File: config.mk
export PLATFORM = sky130hd
export DESIGN_NAME = aes_ctr_seq
export DESIGN_NICKNAME = d
export VERILOG_FILES = /design/src/rtl/aes_ctr_seq.sv
export SDC_FILE = /design/constraint.sdc
export NUM_CORES = 1
export LEC_CHECK = 0
export BUFFER_PORTS_ARGS = -buffer_cell sky130_fd_sc_hd__clkbuf_2
export CORE_ASPECT_RATIO = 0.5
export CORE_MARGIN = 4
export CORE_UTILIZATION = 42
export CTS_CLUSTER_SIZE = 28
export DETAILED_ROUTE_END_ITERATION = 12
export GPL_TIMING_DRIVEN = 0
export PLACE_DENSITY_LB_ADDON = 0.08
export SYNTH_ARGS = -nofsm -noshare
export SYNTH_HDL_FRONTEND = slang
export SYNTH_SLANG_ARGS = --single-unit
export TNS_END_PERCENT = 1
File: constraint.sdc
create_clock -name clk -period 2.8 [get_ports clk]
set_clock_uncertainty 0.15 [all_clocks]
set_input_delay 0.56 -clock clk [delete_from_list [all_inputs] [get_ports clk]]
set_output_delay 0.56 -clock clk [all_outputs]
set_load 0.02 [all_outputs]
File: src/rtl/aes_ctr_seq.sv
// aes_ctr_seq: AES-CTR block sequencer driving an external aes_encrypt core
module aes_ctr_seq #(
  parameter int CTR_W = 32
) (
  input  logic         clk,
  input  logic         rst_b,
  input  logic         start,
  input  logic [127:0] iv,
  input  logic [15:0]  num_blocks,
  input  logic         in_valid,
  output logic         in_ready,
  input  logic [127:0] in_data,
  output logic         out_valid,
  input  logic         out_ready,
  output logic [127:0] out_data,
  output logic         aes_load,
  output logic [127:0] aes_pt,
  input  logic         aes_ct_valid,
  input  logic [127:0] aes_ct,
  output logic         busy,
  output logic         done
);
  typedef enum logic [2:0] {IDLE, LOAD, WAIT, COMBINE, OUT} state_t;
  localparam logic [127:0] CTR_MASK = (CTR_W >= 128) ? {128{1'b1}} : ((128'd1 << CTR_W) - 128'd1);
  state_t       state_q, state_d;
  logic [127:0] ctr_q, ctr_d, pt_q, pt_d, ks_q, ks_d, out_q, out_d;
  logic [15:0]  rem_q, rem_d;
  logic         done_q, done_d, ctv_q, ct_edge;
  assign ct_edge   = aes_ct_valid & ~ctv_q;
  assign in_ready  = state_q == COMBINE;
  assign out_valid = state_q == OUT;
  assign aes_load  = state_q == LOAD;
  assign busy      = state_q != IDLE;
  assign done      = done_q;
  assign aes_pt    = pt_q;
  assign out_data  = out_q;
  // next-state and datapath; aes_pt is a separate copy so it stays put while ctr advances
  always_comb begin
    state_d = state_q;
    ctr_d   = ctr_q;
    pt_d    = pt_q;
    ks_d    = ks_q;
    out_d   = out_q;
    rem_d   = rem_q;
    done_d  = 1'b0;
    case (state_q)
      IDLE: if (start) begin
        if (num_blocks != 16'd0) begin
          ctr_d   = iv;
          pt_d    = iv;
          rem_d   = num_blocks;
          state_d = LOAD;
        end else done_d = 1'b1;
      end
      LOAD: state_d = WAIT;
      WAIT: if (ct_edge) begin
        ks_d    = aes_ct;
        ctr_d   = (ctr_q & ~CTR_MASK) | ((ctr_q + 128'd1) & CTR_MASK);
        state_d = COMBINE;
      end
      COMBINE: if (in_valid) begin
        out_d   = in_data ^ ks_q;
        state_d = OUT;
      end
      OUT: if (out_ready) begin
        rem_d   = rem_q - 16'd1;
        done_d  = rem_q == 16'd1;
        pt_d    = rem_q == 16'd1 ? pt_q : ctr_q;
        state_d = rem_q == 16'd1 ? IDLE : LOAD;
      end
      default: state_d = IDLE;
    endcase
  end
  // state registers; the ct_valid edge history updates every cycle regardless of state
  always_ff @(posedge clk or negedge rst_b) begin
    if (!rst_b) begin
      state_q <= IDLE;
      ctr_q   <= '0;
      pt_q    <= '0;
      ks_q    <= '0;
      out_q   <= '0;
      rem_q   <= '0;
      done_q  <= 1'b0;
      ctv_q   <= 1'b0;
    end else begin
      state_q <= state_d;
      ctr_q   <= ctr_d;
      pt_q    <= pt_d;
      ks_q    <= ks_d;
      out_q   <= out_d;
      rem_q   <= rem_d;
      done_q  <= done_d;
      ctv_q   <= aes_ct_valid;
    end
  end
endmodule

==> results of run 1 <==
worst max path at each step:
stage	startpoint	end	slack, ns	cells past startpoint
floorplan	num_blocks[3]	ctr_q[100]$_DFFE_PN0P_	0.50	6
CTS	state_q[0]$_DFFE_PN0P_	out_valid	-0.15	6
detailed placement	state_q[0]$_DFFE_PN0P_	aes_pt[15]$_DFFE_PN0P_	-0.47	7
finish	state_q[0]$_DFFE_PN0P_	out_valid	0.005	6
global placement	rst_b	ks_q[92]$_DFFE_PN0P_	-12.25	1
global route	state_q[0]$_DFFE_PN0P_	busy	-0.13	4
power by group through the flow:
stage               logic [W]  clock network [W]  registers [W]
CTS                    0.0138            0.00747         0.0139
detailed placement     0.0137                  0         0.0141
finish                 0.0136            0.00728         0.0139
floorplan             0.00698                  0         0.0158
global placement       0.0135                  0         0.0139
global route           0.0149            0.00783         0.0144
cell families (layout without fill, tap and decap cells):
group | Yosys count | after routing
compound gates | 288 | 288
xor+xnor | 128 | 128
fa+ha+maj | 3 | 3
buf+inv | 130 | 892
flops | 533 | 533
mux | 355 | 355
other cells | 0 | 16
simple gates | 669 | 669
per-layer routing:
| metal | wire (microns) | part of all wire [%] |
|---|---|---|
| met3 | 4030 | 5.6 |
| met2 | 37300 | 52 |
| met1 | 28700 | 40 |
| met5 | 22 | 0.030 |
| met4 | 2150 | 3.0 |
what timing repair did:
item / 4_1_cts / 5_1_grt
hold buffers: 2 / 0
endpoints found under the setup margin: 268 / 332
resized for setup: 11 / 20
hold endpoints to repair: 76 / 0
cells in the final DEF, fill, tap and decap left out, types with 33 or more instances in the layout:
cell type / netlist / layout
a21oi_1: 50 / 49
buf_2: 36 / 33
clkbuf_1: 67 / 66
clkbuf_16: 0 / 50
clkbuf_2: 0 / 674
dfrtp_1: 533 / 532
mux2_2: 353 / 353
nand2_1: 546 / 545
nor2_1: 35 / 34
o21ai_0: 153 / 153
xnor2_1: 128 / 128
through the flow:
stage	total power, W	instance area (sq um)
2_1_floorplan	0.0228	23500
3_3_place_gp	0.0274	27800
3_5_place_dp	0.0278	27900
4_1_cts	0.0352	29700
5_1_grt	0.0372	29800
6_report	0.0349	29800
worst reg2reg max path: stages (launching register included):
cell and delay [ns]:
dfrtp_1 0.46, or3b_1 0.38, buf_2 0.22, nor3b_4 0.42, buf_4 0.32, buf_4 0.28
mux2_2 0.37
sequential cells by signal, summed over array words and instances, names as in the netlist:
signal and cells:
aes_pt 128, ctr_q 128, ctv_q 1, done 1
ks_q 128, out_data 128, rem_q 16, state_q 3
cell type report:
| type | instances | area, sq um | area share, % |
|---|---|---|---|
| clock buffers | 73 | 1480 | 4.97 |
| clock inverters | 17 | 251 | 0.845 |
| plain buffers | 116 | 552 | 1.85 |
| multi-input cells | 1443 | 9620 | 32.3 |
| flip-flops and latches | 533 | 13300 | 44.8 |
| inverters | 13 | 48.8 | 0.164 |
| well taps | 744 | 931 | 3.13 |
| repair buffers | 673 | 3500 | 11.8 |
| diodes | 16 | 40.0 | 0.135 |
==> summary.txt, run 1 <==
Synthesis
  • Synth Area in Adders: less than 1%
  • Syn Std Cell Area: 0.0235 sq mm
  • Top cells by count, synth: 546 x nand2_1, 533 x dfrtp_1, 353 x mux2_2, 153 x o21ai_0, 128 x xnor2_1
  • Ys async rst share: 100%
  • Seq cells post-synth: 533
  • Distinct cells, synth: 61
  • Total of warnings raised by yosys: 0
  • Synth Area in Simple Gates: 11.7%
  • Xor and xnor area share after synthesis: 4.77%
  • Largest area contributor in the netlist: dfrtp_1
  • Main combinational cell family by area after synthesis: multiplexers
  • Synth top area share: approximately 57%
  • Syn_area_per_cell: 11.2 sq um
  • Post-synth net total: 2515
  • Post-synth EDFFs: 0
  • Synth Area in Compound Gates: 7.21%
  • Cells after synthesis: roughly 2.1k
  • Top-count cell post-synth: nand2_1
  • Top_reg_cell synth: dfrtp_1
  • Sequential area share after synthesis: between 50% and 60%
  • Top post-synthesis cells by area: dfrtp_1 57%, mux2_2 17%, nand2_1 8.7%, xnor2_1 4.8%, o21ai_0 3.3%
  • Mux share of post-synthesis cell area: around 17%

Cells and area
  • Fill cells: 5044
  • Nets: 3238
  • Non-Filler Instances: 3628
  • Syn-to-layout area delta: 26.6%
  • Share of cells above drive strength 1: 41.0%
  • Post-layout util: 54.6%

Place
  • Worst slack at placement: -0.474 ns
  • # placed instances: 3521
  • Post-DP HPWL: 54200 microns
  • PortBufs: 666
  • Placer Congestion: 0.872

CTS
  • Htree depth: 2
  • CTS Root Buffer Type: clkbuf_16
  • CTS Buf Count: 49
  • CTS sink count: 533
  • CTS tree: done
  • Post-CTS setup buffers: 0
  • Clock latency on the worst-skew pair: between 0.5 and 0.6 ns
  • CTS Buffer Depth: 3
  • Clk pin slew, worst setup/hold paths: 0.07 ns

STA
  • Relative slew slack: 44.3%
  • RSZ-0062 raised after global routing: yes
  • Final Max Slew Viols: 0
  • Slack of the critical path: 0.00499 ns
  • Crit share post-route: 99.8%
  • Fmax: 358 MHz
  • Crit path time final: 2.80 ns
  • Final hold vios: 0
  • Worst-margin pin slew: 0.829 ns
  • Setup TNS: 0 ns
  • Hold slack: between 0.06 and 0.07 ns
  • Final setup fails: 0

Setup path
  • Top delay family on crit path: buffers and inverters
  • Bufs and invs on worst path: 4
  • Max FO, Critical Path: 19
  • Most common cell on crit path: clkbuf_2
  • Worst path slowest cell: dfrtp_1
  • Worst Setup Start Kind: flip-flop
  • CP required: between 2 and 2.5 ns
  • Data arrival, critical path: between 2 and 2.5 ns
  • CP cell instances: clkbuf_2 > nor2_4 > nand2_4 > inv_2 > buf_8 > clkbuf_2
  • Reg2reg start: state_q[2]$_DFFE_PN0P_
  • Critical path's largest stage delay: 0.37 ns
  • FF-to-FF End: ks_q[124]$_DFFE_PN0P_
  • Worst reg-to-reg path cell count: 6
  • Setup crit end kind: primary output
  • WS Path Type: reg2out
  • R2R Setup Slk: 0.09 ns

Floorplanning
  • Core box area: about 0.055 sq mm
  • Initial Util: between 40% and 50%
  • Die span in x: between 300 and 400 microns
  • Top Ports: about 670
  • Row count: 60
  • Die area: 0.0600 sq mm
  • Die H: 175 microns

Global routing
  • Number of global-route vias before repair: 18.8k
  • GR Util met3: approximately 5%
  • Met2 GRT Util: 41.7%
  • GR met1 Demand/Resource: 28.7%
  • Largest net degree at the start of global routing: 107
  • Initial antenna violation count: 18
  • Grt peak-use layer: met2
  • GRT Util Overall: 23.6%
  • Global route overflow: 0
  • First-pass GRT wire length: 110000 microns

Run status
  • Status: finished, final reports clean

Routing
  • Routed WL: 72200 microns
  • WL/cell: 19.9 microns
  • Via count of the routed design: 18.2k
  • Vias per cell: 5.02
  • Remaining DRCs: 0
  • 1st-pass router iterations: 5
  • Antenna Nets Post-Route: 0
  • Starting DRC count in detailed routing: 1021

Worst hold path
  • Worst hold path type: in2reg
  • Hold depth: 2
  • Min-Delay Endpoint: ks_q[101]$_DFFE_PN0P_
  • Hold Path Origin: aes_ct[101]

Power
  • Int Pwr: about 0.022 W
  • Sw Ratio: a little under two fifths
  • Worst vdd ir: 0.000625 V
  • Reg power frac: 40.0%
  • Pwr Density: 1170 mW/mm^2
  • Clock share of power: 20.9%
  • Comb power frac: 39.1%
  • Leakage power: roughly 14 nW
  • Sw power: 0.0131 W

Run
  • Maxcap violations: 0
Power figures use the tool's default switching activity.
==> run 2, diff against run 1 <==
--- a/config.mk
+++ b/config.mk
@@ -5,6 +5,7 @@
 export SDC_FILE = /design/constraint.sdc
 export NUM_CORES = 1
 export LEC_CHECK = 0
+export ABC_AREA = 1
 export BUFFER_PORTS_ARGS = -buffer_cell sky130_fd_sc_hd__clkbuf_2
 export CORE_ASPECT_RATIO = 0.5
 export CORE_MARGIN = 4
==> run 2 against run 1 <==
Compared with the run above:
- setup slack improved by 0.12 ns
- non-clock buffer count up 35
- global-route usage grew 0.47 points
- combinational power up 13%
- utilization shrank 1.2 points
- first-iteration DRC count increased by 22%
- critical path type unchanged
- critical endpoint unchanged
- largest cell class unchanged
- largest power group is now combinational logic
- highest routed layer is now met4
==> summary.txt, run 2 <==
Power
  • Leakage power: 16.0 nW
  • Sw power: approximately 0.015 W
  • Comb power frac: 42.2%
  • Pwr Density: 1180 mW/mm^2
  • Post-route total power: between 0.03 and 0.04 W
  • Sw Ratio: roughly two fifths
  • Int Pwr: 0.0210 W
  • Clock share of power: 19.6%
  • Worst vdd ir: ~0.00055 V
  • Reg power frac: 38.2%

CTS
  • Post-CTS setup buffers: 0
  • CTS Root Buffer Type: clkbuf_16
  • CTS Buf Count: 51
  • Clk pin slew, worst setup/hold paths: 0.07 ns
  • CTS sink count: ~530
  • Clock latency on the worst-skew pair: 0.60 ns
  • Htree depth: 2
  • CTS Buffer Depth: 3
  • CTS tree: done

Place
  • PortBufs: 666
  • Post-DP HPWL: just under 60000 microns
  • Placer Congestion: slightly above 0.9
  • Post-place instance area: 0.0288 sq mm

STA
  • Relative slew slack: 48.5%
  • Fmax: 374 MHz
  • Final hold vios: 0
  • Crit share post-route: 95.5%
  • Worst-margin pin slew: ~0.77 ns
  • Crit path time final: 2.67 ns
  • Final setup fails: 0
  • Final Max Slew Viols: 0
  • RSZ-0062 raised after global routing: no

Routing
  • Antenna Nets Post-Route: 0
  • Vias per cell: 4.82
  • Via count of the routed design: 21.0k
  • Starting DRC count in detailed routing: about 1.2k
  • Remaining DRCs: 0
  • WL/cell: roughly 17 microns
  • Routed WL: between 70000 and 80000 microns
  • 1st-pass router iterations: 5

Synthesis
  • Post-synth net total: 3196
  • Seq cells post-synth: 533
  • Ys async rst share: 100%
  • Sequential area share after synthesis: 54.9%
  • Largest area contributor in the netlist: dfrtp_1
  • Total of warnings raised by yosys: 0
  • Synth top area share: 54.9%
  • Top post-synthesis cells by area: dfrtp_1 55%, nand2_1 17%, o21ai_0 6.8%, mux2_2 5.2%, xnor2_1 4.6%
  • Top cells by count, synth: 1108 x nand2_1, 533 x dfrtp_1, 332 x o21ai_0, 145 x inv_1, 128 x xnor2_1
  • Cells after synthesis: about 2.8k
  • Top_reg_cell synth: dfrtp_1
  • Top-count cell post-synth: nand2_1
  • Syn Std Cell Area: between 0.02 and 0.025 sq mm
  • Distinct cells, synth: 31
  • Syn_area_per_cell: 8.72 sq um
  • Post-synth EDFFs: 0

Global routing
  • Largest net degree at the start of global routing: 103
  • GRT Util Overall: roughly a quarter
  • Initial antenna violation count: 11
  • Global route overflow: 0
  • Number of global-route vias before repair: 21.1k
  • First-pass GRT wire length: 117000 microns

Setup path
  • Setup crit end kind: primary output
  • FF-to-FF End: out_data[29]$_DFFE_PN0P_
  • Worst Setup Start Kind: flip-flop
  • Data arrival, critical path: 1.96 ns
  • WS Path Type: reg2out
  • Reg2reg start: state_q[2]$_DFFE_PN0P_
  • Max FO, Critical Path: 17
  • CP cell instances: nor2_4 > nand2_4 > inv_6 > buf_4 > clkbuf_2
  • Worst reg-to-reg path cell count: 7
  • Critical path's largest stage delay: 0.47 ns
  • Worst path slowest cell: dfrtp_1
  • R2R Setup Slk: 0.39 ns
  • CP required: 2.09 ns

Cells and area
  • Area of the multi-input gates: 0.00965 sq mm
  • Commonest non-fill, non-tap cell in the layout: nand2_1
  • Syn-to-layout area delta: 26.1%
  • Commonest cells after routing, fill and taps aside: 1108 x nand2_1, 665 x clkbuf_2, 533 x dfrtp_1
  • Nets: 3934
  • Fill cells: 5554
  • FF/Latch Area: 0.0133 sq mm
  • Post-route cell area: 0.0306 sq mm
  • Share of cells above drive strength 1: between 20% and 30%

Run
  • Maxcap violations: 0

Floorplanning
  • Die area: 0.0620 sq mm
  • Top Ports: 667
  • Die H: 178 microns
  • Initial Util: 42.4%
  • Die span in x: 348 microns
  • Row count: 62
  • Core box area: 0.0573 sq mm

Worst hold path
  • Worst hold path type: in2reg
  • Min-Delay Endpoint: ks_q[112]$_DFFE_PN0P_
  • Hold Path Origin: aes_ct[112]
  • Hold depth: 2

Run status
  • Status: finished, final reports clean
run 2: cell count changes after synthesis, sizes merged, moves of 19 or more:
cell	previous run	this run
a21oi	50	6
inv	13	151
clkbuf	67	48
nand3	18	96
buf	50	91
o21ai	154	357
nand2	546	1113
mux2	353	128
nor2	35	122
run 2: critical path: cells and delay by family (launching register included):
kind | cells | cell delay, ns
flops | 1 | 0.47
simple gates | 2 | 0.30
buf+inv | 3 | 0.59
run 2: kinds of logic (layout without fill, tap and decap cells):
family          count (synthesis)  after routing  share of synthesized area (%)
xor+xnor                      129            129                           4.65
buf+inv                       290           1069                           5.39
flops                         533            533                           54.9
other cells                     0             12                              0
simple gates                 1338           1338                           21.4
fa+ha+maj                       3              3                          0.154
mux                           130            130                           6.01
compound gates                364            364                           7.53
run 2: layout make-up:
| class | instances | area share, % |
|---|---|---|
| Timing Repair Buffer | 686 | 11.9 |
| Multi-Input combinational cell | 1964 | 31.5 |
| Antenna cell | 12 | 0.0980 |
| Buffer | 138 | 2.41 |
| Inverter | 151 | 1.87 |
| Sequential cell | 533 | 43.5 |
| Tap cell | 768 | 3.14 |
| Clock buffer | 79 | 4.87 |
| Clock inverter | 15 | 0.649 |
run 2: worst max-delay path by stage:
stage | start | end | slack, ns | cells past startpoint
CTS | state_q[1]$_DFFE_PN0P_ | out_valid | 0.03 | 5
global placement | rst_b | ks_q[71]$_DFFE_PN0P_ | -12.07 | 1
global route | state_q[1]$_DFFE_PN0P_ | out_valid | 0.0008 | 5
detailed placement | state_q[2]$_DFFE_PN0P_ | out_data[29]$_DFFE_PN0P_ | 0.32 | 7
floorplan | state_q[1]$_DFFE_PN0P_ | out_valid | 0.91 | 5
finish | state_q[1]$_DFFE_PN0P_ | out_valid | 0.13 | 5
run 2: metal layers:
layer,share of wire [%],track usage (%),vias up
met5,0,0,-
met4,3.3,7.70,0
met3,5.4,4.85,132
met2,51,43.4,495
met1,40,29.2,10026
li1,-,-,10301
run 2: power by group through the flow:
| stage | sequential (W) | clock [W] | combinational (W) |
|---|---|---|---|
| after floorplan | 0.0156 | 0 | 0.00823 |
| after global placement | 0.0138 | 0 | 0.0152 |
| after detailed placement | 0.0139 | 0 | 0.0155 |
| after CTS | 0.0138 | 0.00730 | 0.0156 |
| after global routing | 0.0143 | 0.00764 | 0.0172 |
| final | 0.0138 | 0.00712 | 0.0153 |
run 2: per-stage QoR:
stage	setup WS, ns	hold slack [ns]	setup TNS [ns]	utilization, %	cells
2_1_floorplan	0.908	0.114	0	-	2787
3_3_place_gp	-12.07	0.304	-6389.15	49.9	4221
3_5_place_dp	0.319	0.308	0	50.2	4227
4_1_cts	0.0296	0.000870	0	53.4	4334
5_1_grt	0.000794	0.00467	0	53.4	4343
6_report	0.127	0.0364	0	53.4	4346
run 2: repair_timing:
item                                    4_1_cts  5_1_grt
endpoints found under the hold margin        70        0
hold buffers                                 14        0
endpoints found under the setup margin        1        1
resized for setup                             2        1
